File: src/rtl/press_scheduler.sv
// Two-player key sequencer: release detect, one-deep per-player queue, one-at-a-time grants with cooldown.
// Build option PRESS_SCHED_RR_EN: round-robin tie-break against last_grant (default: left wins ties).
module press_scheduler #(
    parameter int COOLDOWN = 8,
    parameter int CNT_W    = 8
) (
    input  logic             clk,
    input  logic             rst,
    input  logic             en,
    input  logic             key_l,
    input  logic             key_r,
    output logic             move_l,
    output logic             move_r,
    output logic             busy,
    output logic             last_grant,
    output logic [CNT_W-1:0] dropped
);

    // state | meaning
    // IDLE  | waiting for a pending event while en is high
    // GRANT | one-cycle move pulse for the latched winner (sel)
    // COOL  | lockout, COOLDOWN cycles, before the next grant may be considered
    typedef enum logic [1:0] {
        IDLE  = 2'd0,
        GRANT = 2'd1,
        COOL  = 2'd2
    } state_t;

    localparam int CNT_CW = (COOLDOWN > 0) ? $clog2(COOLDOWN + 1) : 1;
    localparam logic [CNT_CW-1:0] CNT_LAST = CNT_CW'((COOLDOWN > 0) ? COOLDOWN - 1 : 0);

    state_t            r_state;
    state_t            w_state_nxt;
    logic              r_kprev_l;
    logic              r_kprev_r;
    logic              r_pend_l;
    logic              r_pend_r;
    logic              r_sel;
    logic              w_sel_nxt;
    logic              r_last_grant;
    logic [CNT_W-1:0]  r_dropped;
    logic [CNT_CW-1:0] r_cnt;
    logic [CNT_CW-1:0] w_cnt_nxt;

    logic              w_e_l;
    logic              w_e_r;
    logic              w_clr_l;
    logic              w_clr_r;
    logic              w_drop_l;
    logic              w_drop_r;
    logic              w_tie_sel;
    logic              w_winner;
    logic [CNT_W:0]    w_drop_sum;

    assign w_e_l = r_kprev_l & ~key_l;
    assign w_e_r = r_kprev_r & ~key_r;

`ifdef PRESS_SCHED_RR_EN
    assign w_tie_sel = ~r_last_grant;
`else
    assign w_tie_sel = 1'b0;
`endif

    assign w_winner = (r_pend_l & r_pend_r) ? w_tie_sel : r_pend_r;

    always_comb begin
        w_state_nxt = r_state;
        w_sel_nxt   = r_sel;
        w_cnt_nxt   = r_cnt;
        w_clr_l     = 1'b0;
        w_clr_r     = 1'b0;
        case (r_state)
            IDLE: begin
                if (en && (r_pend_l || r_pend_r)) begin
                    w_state_nxt = GRANT;
                    w_sel_nxt   = w_winner;
                end
            end
            GRANT: begin
                w_clr_l     = ~r_sel;
                w_clr_r     = r_sel;
                w_cnt_nxt   = '0;
                w_state_nxt = (COOLDOWN == 0) ? IDLE : COOL;
            end
            COOL: begin
                if (r_cnt == CNT_LAST) begin
                    w_state_nxt = IDLE;
                end else begin
                    w_cnt_nxt = r_cnt + CNT_CW'(1);
                end
            end
            default: begin
                w_state_nxt = IDLE;
            end
        endcase
    end

    // An event landing on the edge its own flag is granted re-arms the flag rather than counting as a drop.
    assign w_drop_l   = en & w_e_l & r_pend_l & ~w_clr_l;
    assign w_drop_r   = en & w_e_r & r_pend_r & ~w_clr_r;
    assign w_drop_sum = {1'b0, r_dropped} + (CNT_W + 1)'(w_drop_l) + (CNT_W + 1)'(w_drop_r);

    always_ff @(posedge clk or negedge rst) begin
        if (!rst) begin
            r_state      <= IDLE;
            r_kprev_l    <= 1'b0;
            r_kprev_r    <= 1'b0;
            r_pend_l     <= 1'b0;
            r_pend_r     <= 1'b0;
            r_sel        <= 1'b0;
            r_last_grant <= 1'b1;
            r_dropped    <= '0;
            r_cnt        <= '0;
        end else begin
            r_state   <= w_state_nxt;
            r_kprev_l <= key_l;
            r_kprev_r <= key_r;
            r_sel     <= w_sel_nxt;
            r_cnt     <= w_cnt_nxt;
            if (en) begin
                r_pend_l <= w_e_l | (r_pend_l & ~w_clr_l);
                r_pend_r <= w_e_r | (r_pend_r & ~w_clr_r);
            end else begin
                r_pend_l <= 1'b0;
                r_pend_r <= 1'b0;
            end
            if (r_state == GRANT) begin
                r_last_grant <= r_sel;
            end
            r_dropped <= w_drop_sum[CNT_W] ? '1 : w_drop_sum[CNT_W-1:0];
        end
    end

    assign move_l     = (r_state == GRANT) & ~r_sel;
    assign move_r     = (r_state == GRANT) & r_sel;
    assign busy       = (r_state != IDLE);
    assign last_grant = r_last_grant;
    assign dropped    = r_dropped;

endmodule
File: config.mk
export PLATFORM = sky130hd
export DESIGN_NAME = press_scheduler
export DESIGN_NICKNAME = d
export VERILOG_FILES = /design/src/rtl/press_scheduler.sv
export SDC_FILE = /design/constraint.sdc
export NUM_CORES = 1
export LEC_CHECK = 0
export ABC_AREA = 1
export CORE_ASPECT_RATIO = 1.2
export CORE_MARGIN = 2
export CORE_UTILIZATION = 30
export DETAILED_ROUTE_END_ITERATION = 16
export PLACE_DENSITY_LB_ADDON = 0.12
export SETUP_SLACK_MARGIN = 0.5
export SLEW_MARGIN = 20
export SYNTH_ARGS = -nofsm -noshare
export SYNTH_HDL_FRONTEND = slang
export SYNTH_SLANG_ARGS = --single-unit
File: constraint.sdc
create_clock -name clk -period 5.52 [get_ports clk]
set_input_delay 1.104 -clock clk [delete_from_list [all_inputs] [get_ports clk]]
set_output_delay 1.104 -clock clk [all_outputs]
set_load 0.01 [all_outputs]
# Word level (Yosys, flattened, before mapping)
# Cells that the tools add are included.
[word_totals] ff_bits=20 input_bits=5 word_cells=57
[op_classes] addsub=3 eq_ne=6 n_mux=11 n_bitwise=20 reduce_logical=8
[ops] operator="$and 1x1->1" count=13
[ops] operator="$add 8x1->9" count=1
[ops] operator="$add 9x1->9" count=1
[ops] operator="$mux 8" count=1
[ops] operator="$pmux 4 s2" count=1
[ops] operator="$ne 2x2->1 const B" count=3
[ops] operator="$pmux 2 s3" count=1
[ops] operator="$reduce_and 2->1" count=3
[ops] operator="$mux 1" count=5
[ops] operator="$not 1->1" count=5
[ops] operator="$add 4x1->4 const B" count=1
[ops] operator="$eq 4x3->1 const B" count=1
[ops] operator="$mux 2" count=2
[ops] operator="$mux 4" count=1
[ops] operator="$reduce_bool 2->1" count=2
[ops] operator="$eq 2x1->1 const B" count=1
[ops] operator="$eq 2x2->1 const B" count=1
[ops] operator="$logic_not 2->1" count=1
[ops] operator="$or 1x1->1" count=2
[ops] operator="$logic_and 1x1->1" count=1
[ops] operator="$logic_or 1x1->1" count=1

# Longest topological paths before layout
# Gate-level depths: netlist of the first run.
[depth] ltp_word=8 mapped_depth=13 ltp_nobuf=13

# Worst setup path before layout of the first run
# Ideal clock, no wire load.
[synth_timing] kind="input -> register" start="input port en" end="register r_dropped[5], in the netlist dropped[5]" t_arrival_ps=2406 t_required_ps=5451 slack_ps=3045 cell_stages=10 path_buffers=0 cell_sequence="nand2_1 > inv_1 > nand4_1 > fa_1 > inv_1 > ha_1 > nand2_1 > nor2_2 > nand2_1 > nand3_1"
[synth_between] elab_chain_len=6 elab_cells_between_ends=9 cone_classes="add/sub: 2; mux: 1; bitwise: 6"
[synth_rtl] item="start, declared" line_no="9" source="input logic en,"
[synth_rtl] item="$and 1x1->1 (3 in a row)" line_no="99" source="assign w_drop_l = en & w_e_l & r_pend_l & ~w_clr_l;"
[synth_rtl] item="$add 8x1->9" line_no="101" source="assign w_drop_sum = {1'b0, r_dropped} + (CNT_W + 1)'(w_drop_l) + (CNT_W + 1)'(w_drop_r);"
[synth_rtl] item="$add 9x1->9 *" line_no="101"
[synth_rtl] item="$mux 8 *" line_no="130" source="r_dropped <= w_drop_sum[CNT_W] ? '1 : w_drop_sum[CNT_W-1:0];"
[synth_rtl] item="end signal, assigned" line_no="130"
[synth_rtl] item="end, declared" line_no="41" source="logic [CNT_W-1:0] r_dropped;"
# Mark *: on every way between the ends. The rest lies on a longest branch, timed or not.
# A chain may end at the register's enable or synchronous reset.

# Worst setup path in the final report of the first run
[layout_timing] start="input port en" end="register r_dropped[2], in the netlist dropped[2]"
# Same word-level chain as after synthesis.

==> flow_metrics.env, run 1 <==
export IMPL_cp_cell_sequence="clkdlybuf4s50_1 -> nand2_1 -> inv_1 -> nand4_1 -> fa_1 -> inv_1 -> ha_1 -> nand2_1 -> nor2_2 -> nand2_1 -> o21ai_1"
export IMPL_regArea_um2=502
export IMPL_path_buf_inv=3
export IMPL_avgViaCountPerCell=4.41
export IMPL_syn_num_nets=131
export IMPL_worstPathMaxFanout=6
export IMPL_synth_compound_area_share_pct=3.07
export IMPL_tritoncts="done"
export IMPL_dieHeight_um=66.5
export IMPL_multi_input_comb_area_um2=393
export IMPL_clock_root_buffer="clkbuf_4"
export IMPL_tns_ps=0
export IMPL_r2r_slack_ps=3490
export IMPL_worstSetupPathDepth=11
export IMPL_die_w_um=56.1
export IMPL_post_cts_resized=0
export IMPL_drc=0
export IMPL_clk_pin_slew_worst_paths_ps=110
export IMPL_cpPeakStageDelay_ps=540
export IMPL_start_kind="input port"
export IMPL_core_rowCount=22
export IMPL_final_cell_mix="nand2_1 (41), dfrtp_1 (19), inv_1 (18)"
export IMPL_slowest_stage="clkdlybuf4s50_1"
export IMPL_synth_adder_area_share_pct=4.61
export IMPL_finalSetupViolations=0
export IMPL_hold_ws_ps=479
export IMPL_nFillCells=328
export IMPL_antenna_found_initial=0
export IMPL_synth_top_family_by_area="simple AND/OR/NAND/NOR gates"
export IMPL_outcome="completed"
export IMPL_r2r_end="dropped[2]"
export IMPL_critPathMostFrequentCell="nand2_1"
export IMPL_min_from="last_grant"
export IMPL_worstPathArrival_ps=3150
export IMPL_synth_cells=123
export IMPL_wl_per_cell_um=10.2
export IMPL_seq_area_frac_synth_pct=51.3
export IMPL_ys_ff_latch=20
export IMPL_hold_class="reg2reg"
export IMPL_hold_depth=2
export IMPL_vias=790
export IMPL_vdd_drop_max_mv=0.196
export IMPL_yosys_warnings=0
export IMPL_area_growth_pct=23.7
export IMPL_r2r_cells=11
export IMPL_globalplace_congestion=0.777
export IMPL_overflow=0
export IMPL_totalWireLength_um=1830
export IMPL_syn_area_um2=977
export IMPL_critical_path_required_ps=5750
export IMPL_drive_gt1_share_pct=10.5
export IMPL_grt_max_degree=21
export IMPL_r2r_start="r_state[0]"
export IMPL_synth_xor_xnor_area_share_pct=0.896
export IMPL_numCtsBuffers=3
export IMPL_post_cts_buffers=0
export IMPL_worstSkewPairLatency_ps=290
export IMPL_power_density_nw_per_um2=394
export IMPL_p_leak_nw=0.615
export IMPL_dp_hpwl_um=1410
export IMPL_die_area_um2=3730
export IMPL_grt_pass1_wl_um=3280
export IMPL_final_nets=152
export IMPL_worstSetupPathType="in2reg"
export IMPL_cap_violations=0
export IMPL_hold_viol_final=0
export IMPL_ys_types=16
export IMPL_tightestPinTransition_ps=875
export IMPL_post_route_period_util_pct=53.0
export IMPL_clock_skew_ps=9.17
export IMPL_max_slew_margin_rel_pct=41.5
export IMPL_cpLargestDelayFamily="buffers and inverters"
export IMPL_muxShareOfSynthArea_pct=0
export IMPL_hold_path_end="last_grant"
export IMPL_end_kind="flop"
export IMPL_holdBufCountCts=0
export IMPL_first_pass_iters=4
export IMPL_synth_area_per_cell_um2=7.94
export IMPL_clock_sinks=20
export IMPL_portBuffers=16
export IMPL_antenna_left=0
export IMPL_synth_simple_gate_area_share_pct=31.6
export IMPL_final_common_cell="nand2_1"
export IMPL_clock_path_buffers=2
export IMPL_fin_crit_ps=2920
export IMPL_slew_violations=0
export IMPL_track_usage_pct=11.6
export IMPL_cts_max_level=1
export IMPL_grt_pass1_vias=751
export IMPL_max_freq_ghz=0.342
export IMPL_drtIter0Drc=39
export IMPL_n_antenna_cell=0
export IMPL_pin_count=17
export IMPL_core_area_um2=3080
export IMPL_grt_setup_unrepaired="false"
export IMPL_start_util_pct=31.7
## worst max path at each step
stage | startpoint | endpoint | slack (ps)
floorplan | en | dropped[5] | 3040
global placement | en | dropped[2] | 2350
detailed placement | en | dropped[2] | 2280
CTS | en | dropped[0] | 2620
global route | en | dropped[5] | 2410
finish | en | dropped[2] | 2600
## final cells by class
type,instances,area share [%]
flip-flops and latches,20,41.5
clock buffers,4,2.17
inverters,22,6.83
multi-input cells,81,32.5
repair buffers,16,13.3
well taps,36,3.73
## logic make-up (layout without fill, tap and decap cells)
family / after synthesis / count (layout)
AO/OA/AOI/OAI: 6 / 6
XOR/XNOR: 1 / 1
adder cells (fa/ha/maj): 3 / 3
buffers and inverters: 22 / 42
flip-flops: 20 / 20
AND/OR/NAND/NOR: 71 / 71
## state kept, by name, indices dropped and copies added (netlist names)
signal	cells
r_pend_r	1
r_sel	1
r_state	2
last_grant	1
r_kprev_r	1
r_pend_l	1
r_cnt	4
dropped	8
r_kprev_l	1
## tightest hold or removal path: stages, from the launching register on
cell and delay [ps]:
dfstp_2 380, nand2_1 50, nand2_1 50
## Yosys cell counts
library cell  count  area share [%]
nand2_1          41              16
dfrtp_1          19              49
inv_1            18             6.9
nand3_1          11             5.6
nor2_1            9             3.5
inv_2             4             1.5
nor2_2            4             2.6
o21ai_1           4             2.0
nand4_1           3             1.9
ha_1              2             2.6
nand2_2           2             1.3
o21ai_0           2             1.0
dfstp_2           1             2.7
fa_1              1             2.0
nand3_2           1             1.0
xor2_1            1            0.90
## power breakdown
| group | internal (mW) | switching (mW) |
|---|---|---|
| sequential | 0.190 | 0.0397 |
| combinational | 0.0837 | 0.0930 |
| clock | 0.0281 | 0.0413 |
| total | 0.302 | 0.174 |
## layer usage
layer  wire [um]  up-vias  global-route usage [%]
li1            -      419                       -
met1         891      352                    15.6
met2         839       17                    17.4
met3          82        2                    2.52
met4          17        0                    6.25
met5           0        -                       0
## stage by stage
step	total power [mW]	std cells	setup slack [ps]	util [%]	cell area (um2)
after global placement	0.412	175	2350	38.4	1180
after detailed placement	0.412	175	2280	38.4	1180
after CTS	0.486	179	2620	39.2	1210
after global routing	0.523	179	2410	39.2	1210
final	0.476	179	2600	39.2	1210
after floorplan	0.332	123	3040	-	977
Power figures use the tool's default switching activity.
==> run 2: changes to the inputs <==
==> constraint.sdc (replaced) <==
create_clock -name clk -period 2.7 [get_ports clk]
set_input_delay 0.54 -clock clk [delete_from_list [all_inputs] [get_ports clk]]
set_output_delay 0.54 -clock clk [all_outputs]
set_load 0.01 [all_outputs]
==> flow_metrics.env, run 2 (synthesis results as in run 1) <==
export IMPL_clock_path_buffers=2
export IMPL_drc=0
export IMPL_core_rowCount=22
export IMPL_clock_sinks=20
export IMPL_worstSkewPairLatency_ps=300
export IMPL_tns_ps=0
export IMPL_largest_reg_flops=8
export IMPL_clock_skew_ps=2.00
export IMPL_dieHeight_um=66.5
export IMPL_hold_class="reg2reg"
export IMPL_grt_max_degree=21
export IMPL_tightestPinTransition_ps=264
export IMPL_die_area_um2=3730
export IMPL_tritoncts="done"
export IMPL_p_leak_nw=0.670
export IMPL_track_usage_pct=12.1
export IMPL_dp_hpwl_um=1430
export IMPL_hold_ws_ps=483
export IMPL_numCtsBuffers=3
export IMPL_wl_per_cell_um=10.6
export IMPL_n_antenna_cell=0
export IMPL_hold_viol_final=0
export IMPL_slew_violations=0
export IMPL_overflow=0
export IMPL_drive_gt1_share_pct=17.7
export IMPL_start_kind="flop"
export IMPL_die_w_um=56.1
export IMPL_grt_pass1_wl_um=3500
export IMPL_final_nets=156
export IMPL_clock_root_buffer="clkbuf_4"
export IMPL_critical_path_required_ps=2160
export IMPL_grt_setup_unrepaired="true"
export IMPL_antenna_found_initial=0
export IMPL_avgViaCountPerCell=4.37
export IMPL_worstPathMaxFanout=3
export IMPL_end_kind="output pin"
export IMPL_first_pass_iters=4
export IMPL_antenna_left=0
export IMPL_pin_count=17
export IMPL_max_freq_ghz=0.477
export IMPL_worstPathArrival_ps=1560
export IMPL_nFillCells=329
export IMPL_area_growth_pct=31.6
export IMPL_max_slew_margin_rel_pct=82.4
export IMPL_clk_pin_slew_worst_paths_ps=110
export IMPL_globalplace_congestion=0.809
export IMPL_vdd_drop_max_mv=0.332
export IMPL_final_cell_mix="nand2_1 (39), dfrtp_1 (19), inv_1 (16)"
export IMPL_finalSetupViolations=0
export IMPL_cts_max_level=1
export IMPL_power_density_nw_per_um2=800
export IMPL_totalWireLength_um=1940
export IMPL_post_route_period_util_pct=77.7
export IMPL_core_area_um2=3080
export IMPL_grt_pass1_vias=829
export IMPL_cap_violations=0
export IMPL_start_util_pct=31.7
export IMPL_portBuffers=16
export IMPL_outcome="completed"
export IMPL_fin_crit_ps=2100
export IMPL_vias=799
export IMPL_worstSetupPathType="reg2out"
export IMPL_drtIter0Drc=24
export IMPL_final_common_cell="nand2_1"
==> run 2: final cells by class <==
class	count	area [um2]	area share [%]
Inverter	22	82.6	6.42
Multi-Input combinational cell	81	428	33.3
Sequential cell	20	502	39.0
Tap cell	36	45.0	3.50
Clock buffer	4	36.3	2.82
Timing Repair Buffer	20	193	15.0
==> run 2: routing by layer <==
| metal | GRT usage [%] | wire [um] |
|---|---|---|
| met2 | 20.3 | 907 |
| met3 | 2.14 | 51 |
| met4 | 7.14 | 24 |
| met1 | 14.7 | 952 |
| met5 | 0 | 0 |
==> run 2: path summary, 6_finish.rpt <==
path                       startpoint    endpoint  slack, ps  cells after the start
max reg2reg                r_state[0]  dropped[5]        780                     11
min reg2reg                last_grant  last_grant        480                      2
max in group asynchronous         rst  last_grant       1870                      2
min in group asynchronous         rst    r_cnt[2]        560                      2
min                        last_grant  last_grant        480                      2
max                        r_state[1]      move_r        600                      4
==> run 2: worst max-delay path: stages, from the launching register on <==
cell and delay [ps]:
dfrtp_1 430, nor2_1 110, nand2_1 110, inv_2 80, clkdlybuf4s50_1 520
==> run 2: repair_timing <==
item / CTS / global route
hold buffers: 0 / 0
resized for setup: 3 / 9
setup endpoints to repair: 8 / 9
buffers inserted: 0 / 2
pin swaps: 0 / 3
==> run 2: metrics by stage <==
stage	utilization (%)	setup slack (ps)	area (um2)	total power [mW]	std cells
4_1_cts	40.3	539	1240	1.03	181
2_1_floorplan	-	789	977	0.678	123
3_5_place_dp	38.8	108	1200	0.843	177
5_1_grt	41.7	500	1290	1.12	183
6_report	41.7	603	1290	1.03	183
3_3_place_gp	38.8	172	1200	0.844	177
==> run 2: report_power, final <==
part,leakage [nW],total [mW],internal [mW],switching [mW]
sequential,0.255,0.479,0.389,0.0894
combinational,0.394,0.376,0.181,0.195
clock,0.0210,0.175,0.0822,0.0924
total,0.670,1.03,0.652,0.377
==> run 3: changes to the inputs <==
==> constraint.sdc (replaced) <==
create_clock -name clk -period 1.8 [get_ports clk]
set_input_delay 0.36 -clock clk [delete_from_list [all_inputs] [get_ports clk]]
set_output_delay 0.36 -clock clk [all_outputs]
set_load 0.01 [all_outputs]
==> flow_metrics.env, run 3 (synthesis results as in run 1) <==
export IMPL_hold_ws_ps=380
export IMPL_worstSkewPairLatency_ps=310
export IMPL_comb_power_share_pct=39.2
export IMPL_p_clk_share_pct=21.3
export IMPL_seq_power_share_pct=39.5
export IMPL_dp_hpwl_um=1430
export IMPL_end_kind="flop"
export IMPL_portBuffers=16
export IMPL_vias=882
export IMPL_dieHeight_um=66.5
export IMPL_drc=0
export IMPL_slew_violations=0
export IMPL_globalplace_congestion=0.782
export IMPL_power_mw=1.75
export IMPL_grt_pass1_vias=852
export IMPL_timing_final_ws_setup_ps=35.4
export IMPL_final_design_area_no_fill_um2=1450
export IMPL_layout_cells_non_filler=202
export IMPL_cts_max_level=1
export IMPL_outcome="completed"
export IMPL_antenna_left=0
export IMPL_clock_path_buffers=2
export IMPL_r2r_end="dropped[6]"
export IMPL_largest_reg_flops=8
export IMPL_grt_setup_unrepaired="true"
export IMPL_die_w_um=56.1
export IMPL_max_slew_margin_rel_pct=82.5
export IMPL_post_route_period_util_pct=98.0
export IMPL_r2r_cells=13
export IMPL_start_util_pct=31.7
export IMPL_antenna_found_initial=0
export IMPL_tightestPinTransition_ps=263
export IMPL_clock_root_buffer="clkbuf_4"
export IMPL_power_switching_uw=615
export IMPL_r2r_start="r_state[0]"
export IMPL_final_cell_mix="nand2_1 (39), dfrtp_1 (19), buf_4 (18)"
export IMPL_start_kind="flop"
export IMPL_worstSetupPathType="reg2reg"
export IMPL_numCtsBuffers=3
export IMPL_max_freq_ghz=0.567
export IMPL_wl_per_cell_um=10.5
export IMPL_post_place_cells=184
export IMPL_p_leak_nw=0.804
export IMPL_final_core_util_pct=46.9
export IMPL_worstPathArrival_ps=1980
export IMPL_track_usage_pct=12.9
export IMPL_cap_violations=0
export IMPL_power_density_nw_per_um2=1210
export IMPL_fin_crit_ps=1760
export IMPL_die_area_um2=3730
export IMPL_drive_gt1_share_pct=33.1
export IMPL_overflow=0
export IMPL_critical_path_startpoint="r_state[0]"
export IMPL_core_rowCount=22
export IMPL_avgViaCountPerCell=4.37
export IMPL_tns_ps=0
export IMPL_worstPathMaxFanout=3
export IMPL_vdd_drop_max_mv=0.633
export IMPL_first_pass_iters=4
export IMPL_tritoncts="done"
export IMPL_hold_viol_final=0
export IMPL_pre_cts_ws_ps=-433
export IMPL_drtIter0Drc=34
export IMPL_pin_count=17
export IMPL_grt_max_degree=21
export IMPL_totalWireLength_um=2120
export IMPL_critical_path_required_ps=2010
export IMPL_n_antenna_cell=0
export IMPL_hold_class="in2async"
export IMPL_clock_skew_ps=9.19
export IMPL_finalSetupViolations=0
export IMPL_clock_sinks=20
export IMPL_core_area_um2=3080
export IMPL_postPlaceCellArea_um2=1260
export IMPL_clk_pin_slew_worst_paths_ps=120
export IMPL_grt_pass1_wl_um=3740
export IMPL_area_growth_pct=48.0
export IMPL_final_common_cell="nand2_1"
export IMPL_p_int_mw=1.14
export IMPL_swShare_pct=35.1
export IMPL_final_nets=175
export IMPL_endpoint="dropped[6]"
export IMPL_r2r_slack_ps=40
-- run 3: final cells by class --
class / instances / area, um2
Clock inverter: 1 / 30.0
Inverter: 22 / 85.1
Timing Repair Buffer: 39 / 319
Sequential cell: 20 / 502
Multi-Input combinational cell: 81 / 443
Tap cell: 36 / 45.0
Clock buffer: 3 / 22.5
Fill cell: 309 / 1640
-- run 3: worst min-delay path by stage --
| stage | startpoint | end | slack (ps) | depth (start not counted) |
|---|---|---|---|---|
| after global placement | last_grant | last_grant | 460 | 2 |
| after CTS | rst | r_pend_r | 390 | 2 |
| after floorplan | rst | dropped[0] | 60 | 0 |
| final | rst | r_state[0] | 380 | 2 |
| after global routing | rst | r_cnt[2] | 380 | 2 |
| after detailed placement | last_grant | last_grant | 470 | 2 |
-- run 3: worst max-delay path: stages (launching register included) --
cell     delay [ps]
dfrtp_1         410
buf_6           130
nand2_4          60
nor2_4           40
inv_2            40
nand4_1         110
fa_2            370
inv_2            70
ha_4            140
nand2_4          60
inv_1            70
nand2_1          70
nand2_1          50
o21ai_1          50
-- run 3: metal layers --
metal	up-vias	share of wire, %	global-route usage [%]
met2	13	49	22.6
met5	-	0	0
met1	400	47	15.6
met3	5	2.1	1.75
li1	464	-	-
met4	0	2.1	6.25
-- run 3: power groups by stage --
stage | logic [mW] | clock network (mW) | registers [mW]
final | 0.687 | 0.373 | 0.692
after detailed placement | 0.570 | 0 | 0.716
after global placement | 0.567 | 0 | 0.716
after floorplan | 0.305 | 0 | 0.723
after CTS | 0.690 | 0.382 | 0.689
after global routing | 0.789 | 0.408 | 0.713
-- run 3: repair_timing --
action / in CTS / in global routing
hold buffers: 0 / 0
endpoints found under the setup margin: 20 / 19
hold endpoints to repair: 0 / 0
setup buffers: 11 / 3
pin swaps: 4 / 0
gates resized for setup: 50 / 13
